===== config.mk =====
export PLATFORM = sky130hd
export DESIGN_NAME = vector_mem_stage
export DESIGN_NICKNAME = d
export VERILOG_FILES = /design/src/rtl/vector_mem_stage.sv
export SDC_FILE = /design/constraint.sdc
export NUM_CORES = 1
export LEC_CHECK = 0
export ABC_AREA = 0
export BUFFER_PORTS_ARGS = -buffer_cell sky130_fd_sc_hd__buf_2
export CAP_MARGIN = 20
export CORE_MARGIN = 1.5
export CORE_UTILIZATION = 54
export DETAILED_ROUTE_END_ITERATION = 8
export PLACE_DENSITY = 0.8
export SLEW_MARGIN = 30
export SYNTH_ARGS = -nofsm -noshare
export SYNTH_HDL_FRONTEND = slang
export SYNTH_SLANG_ARGS = --single-unit

===== constraint.sdc =====
create_clock -name clk -period 3.45 [get_ports clk]
set_input_delay 0.1725 -clock clk [delete_from_list [all_inputs] [get_ports clk]]
set_output_delay 0.1725 -clock clk [all_outputs]
set_load 0.01 [all_outputs]

===== src/rtl/vector_mem_stage.sv =====
// Memory stage of the vector pipeline: passes non-memory ops straight to write-back and
// sequences scalar (1 beat) or vector (4 beat) loads/stores over a 32-bit memory port.
module vector_mem_stage (
   input  logic         clk,
   input  logic         rst,
   input  logic         rmem,
   input  logic         wmem,
   input  logic         wreg,
   input  logic         VF,
   input  logic [3:0]   R_V_dest,
   input  logic [127:0] alu_res,
   input  logic [127:0] store_data,
   output logic         stall,
   output logic         mem_req,
   output logic         mem_we,
   output logic [31:0]  mem_addr,
   output logic [31:0]  mem_wdata,
   input  logic         mem_ack,
   input  logic [31:0]  mem_rdata,
   output logic         wb_wreg,
   output logic         wb_VF,
   output logic [3:0]   wb_dest,
   output logic [127:0] wb_data
);

   localparam logic [0:0] IDLE = 1'b0;
   localparam logic [0:0] BUSY = 1'b1;

   logic [0:0]   state_reg, state_next;
   logic [1:0]   beat_reg, beat_next;
   logic [31:0]  base_reg;
   logic [127:0] sdata_reg;
   logic [127:0] alu_reg;
   logic         vf_reg;
   logic         wreg_reg;
   logic         store_reg;
   logic [3:0]   dest_reg;
   logic [31:0]  lane_reg [4];
   logic [31:0]  sdata_lane [4];

   logic         mem_op;
   logic         last_beat;
   logic         final_ack;
   logic [127:0] load_data;

   assign mem_op    = rmem | wmem;
   assign last_beat = vf_reg ? (beat_reg == 2'd3) : (beat_reg == 2'd0);
   assign final_ack = (state_reg == BUSY) && mem_ack && last_beat;

   // The last load lane is taken straight from the bus on the final ack edge.
   assign load_data = vf_reg ? {mem_rdata, lane_reg[2], lane_reg[1], lane_reg[0]}
                             : {96'b0, mem_rdata};

   generate
      for (genvar gi = 0; gi < 4; gi++) begin : g_lane
         localparam logic [1:0] LANE_IDX = gi;

         assign sdata_lane[gi] = sdata_reg[32*gi +: 32];

         always_ff @(posedge clk) begin
            if (rst) begin
               lane_reg[gi] <= 32'b0;
            end else if ((state_reg == BUSY) && mem_ack && !store_reg &&
                         (beat_reg == LANE_IDX)) begin
               lane_reg[gi] <= mem_rdata;
            end
         end
      end
   endgenerate

   always_comb begin
      state_next = state_reg;
      beat_next  = beat_reg;
      case (state_reg)
         IDLE: begin
            if (mem_op) begin
               state_next = BUSY;
               beat_next  = 2'd0;
            end
         end
         BUSY: begin
            if (mem_ack) begin
               if (last_beat) begin
                  state_next = IDLE;
                  beat_next  = 2'd0;
               end else begin
                  beat_next = beat_reg + 2'd1;
               end
            end
         end
         default: begin
            state_next = IDLE;
            beat_next  = 2'd0;
         end
      endcase
   end

   // Stall drops in the final-ack cycle so upstream advances on the same edge as write-back.
   always_comb begin
      stall = 1'b0;
      if (!rst) begin
         stall = ((state_reg == IDLE) && mem_op) || ((state_reg == BUSY) && !final_ack);
      end
   end

   always_comb begin
      mem_req   = 1'b0;
      mem_we    = 1'b0;
      mem_addr  = 32'b0;
      mem_wdata = 32'b0;
      if (state_reg == BUSY) begin
         mem_req   = 1'b1;
         mem_we    = store_reg;
         mem_addr  = base_reg + {28'b0, beat_reg, 2'b00};
         mem_wdata = sdata_lane[beat_reg];
      end
   end

   always_ff @(posedge clk) begin
      if (rst) begin
         state_reg <= IDLE;
         beat_reg  <= 2'd0;
         base_reg  <= 32'b0;
         sdata_reg <= 128'b0;
         alu_reg   <= 128'b0;
         vf_reg    <= 1'b0;
         wreg_reg  <= 1'b0;
         store_reg <= 1'b0;
         dest_reg  <= 4'b0;
      end else begin
         state_reg <= state_next;
         beat_reg  <= beat_next;
         if ((state_reg == IDLE) && mem_op) begin
            base_reg  <= {alu_res[31:2], 2'b00};
            sdata_reg <= store_data;
            alu_reg   <= alu_res;
            vf_reg    <= VF;
            wreg_reg  <= wreg;
            dest_reg  <= R_V_dest;
            // A simultaneous load request wins over the store.
            store_reg <= wmem & ~rmem;
         end
      end
   end

   always_ff @(posedge clk) begin
      if (rst) begin
         wb_wreg <= 1'b0;
         wb_VF   <= 1'b0;
         wb_dest <= 4'b0;
         wb_data <= 128'b0;
      end else if ((state_reg == IDLE) && !mem_op) begin
         wb_wreg <= wreg;
         wb_VF   <= VF;
         wb_dest <= R_V_dest;
         wb_data <= alu_res;
      end else if (final_ack) begin
         wb_wreg <= wreg_reg;
         wb_VF   <= vf_reg;
         wb_dest <= dest_reg;
         wb_data <= store_reg ? alu_reg : load_data;
      end else begin
         wb_wreg <= 1'b0;
      end
   end

endmodule


# [After elaboration in Yosys (flattened, before gate mapping)]
# Memories as Yosys holds them, arrays and structs flattened.
# Index checks and enable logic that the tools add are counted.
# W data, S select, Z words.
[totals] regBits=430 latch_bits=0 ram_bits=128 mem_bits_ro=0 in_bits=299 out_inout_bits=201 elab_cells=93 memories=1
[memory_table] memory="lane_reg" words=4 word_bits=32 read_ports=3 rd_ports_with_merged_regs=0 wr=4 line="38" rtl="logic [31:0] lane_reg [4];"
[classes] n_addsub=2 mul=0 div_mod_pow=0 magnitude_cmp=1 n_eq_ne=5 n_shift=0 n_mux=45 n_bitwise=9 n_reduce_logical=17
[op_table] cell="$mux W128" n=4
[op_table] cell="$mux W32" n=8
[op_table] cell="$bmux W32 S2" n=1
[op_table] cell="$add A32 B4 Y32" n=1
[op_table] cell="$mux W1" n=25
[op_table] cell="$logic_and A1 B1 Y1" n=10
[op_table] cell="$mux W4" n=2
[op_table] cell="$mux W2" n=3
[op_table] cell="$or A1 B1 Y1" n=5
[op_table] cell="$eq A2 B2 Y1 const B" n=2
[op_table] cell="$ne A2 B2 Y1 const B" n=2
[op_table] cell="$pmux W2 S2" n=1
[op_table] cell="$ge A3 B3 Y1 const B" n=1
[op_table] cell="$logic_not A1 Y1" n=3
[op_table] cell="$not A2 Y3" n=1
[op_table] cell="$add A2 B1 Y2 const B" n=1
[op_table] cell="$eq A2 B1 Y1 const B" n=1
[op_table] cell="$logic_not A2 Y1" n=1
[op_table] cell="$not A1 Y1" n=2
[op_table] cell="$pmux W1 S2" n=1
[op_table] cell="$reduce_and A2 Y1" n=1
[op_table] cell="$reduce_bool A2 Y1" n=1
[op_table] cell="$and A1 B1 Y1" n=1
[op_table] cell="$logic_or A1 B1 Y1" n=1

# [Depth between registers and ports, before layout]
[logic_depth] depth_word=7 mapped_depth=11 ltp_nobuf=6

# [Least setup slack after synthesis]
# Ideal clock, no wire load.
[synth_path] kind="register -> register" from="register beat_reg[0]" to="memory lane_reg[0][0] (enable)" setup_ns=0.482 arrival_ns=1.964 t_required_ns=2.968 slack_ns=1.004 path_stages_with_launch=7 path_buffers=2 synth_period_minus_slack_ns=2.446 cell_sequence="dfxtp_1 clkbuf_1 buf_1 inv_1 ha_1 nand2_1 nand2b_1"
[synth_rtl] element="from (decl)" line="30" rtl="logic [1:0] beat_reg, beat_next;"
[synth_rtl] element="from (signal assigned)" line="132" rtl="beat_reg <= beat_next;"
[synth_rtl] element="to (decl)" line="38"

# [Worst setup path after layout]
[layout_path] from="register beat_reg[0]" to="register wb_data[22]"
[layout_between] elab_chain_len=4 word_cells_on_any_way=5 cone_classes="eq/ne: 1; mux: 1; reduce/logical: 3"
[layout_rtl] element="$eq A2 B2 Y1 / $logic_not A2 Y1 (equally long branches)" line="47" rtl="assign last_beat = vf_reg ? (beat_reg == 2'd3) : (beat_reg == 2'd0);"
[layout_rtl] element="$mux W1 (*)" line="47"
[layout_rtl] element="$logic_and A1 B1 Y1 (*)" line="48" rtl="assign final_ack = (state_reg == BUSY) && mem_ack && last_beat;"
[layout_rtl] element="$reduce_bool A2 Y1 (no line) (*)"
[layout_rtl] element="to (signal assigned)" line="156" rtl="wb_data <= alu_res;"
[layout_rtl] element="to (signal assigned)" line="161" rtl="wb_data <= store_reg ? alu_reg : load_data;"
[layout_rtl] element="to (decl)" line="23" rtl="output logic [127:0] wb_data"
# Mark *: on every way between the ends. The rest lies on a longest branch, timed or not.
# A chain may end at the register's enable or synchronous reset.

==> run metrics <==
Top Ports=500; met1 usage=0.4699; RePlAce Congestion=0.8971; gate count of the mapped netlist=2,458; Area contributors post-synth=dfxtp_1, edfxtp_1, nand2_1, a21oi_1, and2_1; Setup Fix Bufs, Post-CTS=0; Final ANT Viol Nets=0; vias in the first global route=22,480; layout cells sized above 1=0.2270; number of DRC markers in iteration 0=2,675; Core Rows=73; Pins Over Slew Limit=0; Die H=204.4 um; cell taking the most area after synthesis=dfxtp_1; later-pin clock latency in the skew report=0.61 ns; clock period minus worst slack=3.236 ns; Final Skew=0.02053 ns; GRT overflow=0; WP data required=3.85 ns; die footprint=41,790 um^2; Die Wd=204.4 um; max-cap violations=0; H-tree Lvls=2; worst r2r src=beat_reg[0]$_SDFFE_PP0P_; Final setup viols=0; area grow syn2layout=32.55%; grt met3 use=0.1022; Critical Setup Path Class=reg -> reg; CTS root buffer=clkbuf_16; initial antenna violation count=12; flop2flop setup slack=0.21 ns; met2 GRT Util=0.6199; syn_area_per_cell=8.914 um^2; run status=complete, no violations; Synth warnings=0; WL per Instance=22.91 um; Final HPWL DP=46,850 um; register bit total from synthesis=496; Power Dens Cells=506.4 nW/um^2; CP endpoint=wb_data[22]$_SDFFE_PP0P_; CP arrival=3.64 ns; global-route usage over all layers=0.3914; register area share after synthesis=0.4971; post_cts resized=0; Starting Density=0.5489; CTS tree=yes; Worst R2R End=wb_data[22]$_SDFFE_PP0P_; Synth top area share=0.3655; cts-stage hold buffer count=267; Worst Setup SP=beat_reg[0]$_SDFFE_PP0P_; r2r worst-path depth=8; crit start category=register; Crit Path Max Fanout=62; vias after detailed routing=22,710; clk buf depth=3; Worst-path clk slew=0.06 ns; Worst-Margin Slew=0.9313 ns; Setup crit end kind=register; nets=3,393; first-pass GRT wire length=126,200 um; fin crit share=0.9380; Core ar.=39,910 um^2; Most Crowded Layer GR=met2; synthesized area=21,910 um^2; worst hold path class=in -> reg; Num CTS Buffers=51; port bufs=497; cell count of the worst hold path=2; DRT Wirelength=83,910 um; First-pass DRT Iterations=6; final-report hold violation count=0; hold slack final=0.02666 ns; Peak VDD IR=0.4093 mV; Clock Sinks=496; Worst slew margin=0.3776; Distinct cells, synth=46; RSZ-0062 raised after global routing=false; DRC Markers=0; Leakage Power=0.01192 uW; Setup TNS=0 ns; fmax=309.0 MHz; largest net degree at the start of global routing=202; vias per cell=6.201
[critical path: stages, from the launching register on]
cell	delay [ns]
dfxtp_2	0.33
buf_4	0.46
inv_1	0.18
ha_1	0.28
mux2i_4	0.22
or2_4	0.26
buf_12	0.29
a21oi_1	0.14
a211oi_1	0.82
[Yosys cell counts, drive strengths merged]
cell     count
clkbuf     160
a21oi      313
and3b        1
nand3       11
a311oi       5
ha           6
nor3         2
o21ai       41
a221oi      96
nand2b       4
buf         67
a22oi        1
or2          2
nand4bb      1
edfxtp      96
mux4        32
or4          7
nand4        8
nand2      614
mux2i       34
nor2b        1
fa           1
inv          6
a211oi      33
xor2         9
dfxtp      400
nor4         2
conb         1
nor2       154
o31ai      103
or3          9
xnor2        3
and4         5
and2       131
and3         3
nand3b      96
[worst min path at each step]
stage,from,to,slack [ns]
after floorplan,rmem,store_reg$_SDFFE_PP0P_,0.27
final,mem_rdata[29],lane_reg[0][61]$_SDFFCE_PN0P_,0.03
after global placement,store_data[38],sdata_reg[38]$_SDFFE_PP0P_,0.41
after CTS,mem_rdata[29],lane_reg[0][61]$_SDFFCE_PN0P_,0.006
after detailed placement,store_data[58],sdata_reg[58]$_SDFFE_PP0P_,0.42
after global routing,mem_rdata[16],lane_reg[0][48]$_SDFFCE_PN0P_,0.01
[kinds of logic (layout without fill, tap and decap cells)]
logic type | after synthesis | after routing | synth area share
other | 1 | 12 | 0.0001712
XOR/XNOR | 12 | 12 | 0.004797
adder cells (fa/ha/maj) | 7 | 7 | 0.004340
AND/OR/NAND/NOR | 1051 | 1051 | 0.2193
buffers and inverters | 233 | 902 | 0.04569
AO/OA/AOI/OAI | 592 | 592 | 0.1796
flip-flops | 496 | 496 | 0.4971
multiplexers | 66 | 66 | 0.04900
[report_power, final]
part | leakage (uW) | switching (uW) | internal [uW]
clock | 0.000857 | 2430 | 3320
sequential | 0.00429 | 284 | 6320
combinational | 0.00677 | 1420 | 931
[metal layers]
metal,vias up,part of all wire
met5,-,0.00030
met4,4,0.075
met3,432,0.12
met2,1872,0.45
met1,10570,0.35
li1,9834,-
[cells in the final DEF, fill, tap and decap left out, types with 6 or more instances in the layout]
cell / netlist / layout
mux2i_1: 33 / 33
nand2_1: 614 / 614
dlygate4sd3_1: 0 / 267
ha_1: 6 / 6
mux4_2: 32 / 32
o31ai_1: 103 / 103
nand3b_1: 96 / 96
a211oi_1: 33 / 33
inv_1: 6 / 6
bufinv_16: 0 / 6
clkbuf_16: 0 / 52
dfxtp_1: 400 / 396
and2_1: 131 / 131
buf_12: 0 / 16
nand3_1: 10 / 10
clkinv_2: 0 / 16
or4_1: 7 / 7
nor2_1: 153 / 151
buf_4: 9 / 22
o21ai_0: 41 / 40
diode_2: 0 / 10
clkbuf_1: 160 / 7
nand4_1: 7 / 7
or3_1: 9 / 9
a221oi_1: 56 / 56
edfxtp_1: 96 / 96
a221oi_2: 40 / 40
buf_2: 38 / 496
xor2_1: 9 / 9
a21oi_1: 313 / 313
[per-stage QoR]
stage / total power (uW) / utilization / setup WS [ns] / std cells / instance area, um^2
after floorplan: 7798 / - / 1.004 / 2459 / 21910
after global placement: 8594 / 0.6169 / 0.9959 / 3292 / 24620
after detailed placement: 8664 / 0.6170 / 0.8762 / 3292 / 24630
after CTS: 14530 / 0.7269 / 0.3984 / 3653 / 29020
after global routing: 15120 / 0.7274 / 0.1985 / 3661 / 29040
final: 14710 / 0.7276 / 0.2140 / 3663 / 29040
[final cells by class]
type,count,area (um^2)
Antenna cell,10,25.02
Fill cell,2611,10870
Multi-Input combinational cell,1730,10070
Tap cell,525,656.9
Clock buffer,64,1396
Timing Repair Buffer,802,5655
Inverter,6,22.52
Sequential cell,496,10900
Clock inverter,30,317.8
(Power assumes the default switching activity.)
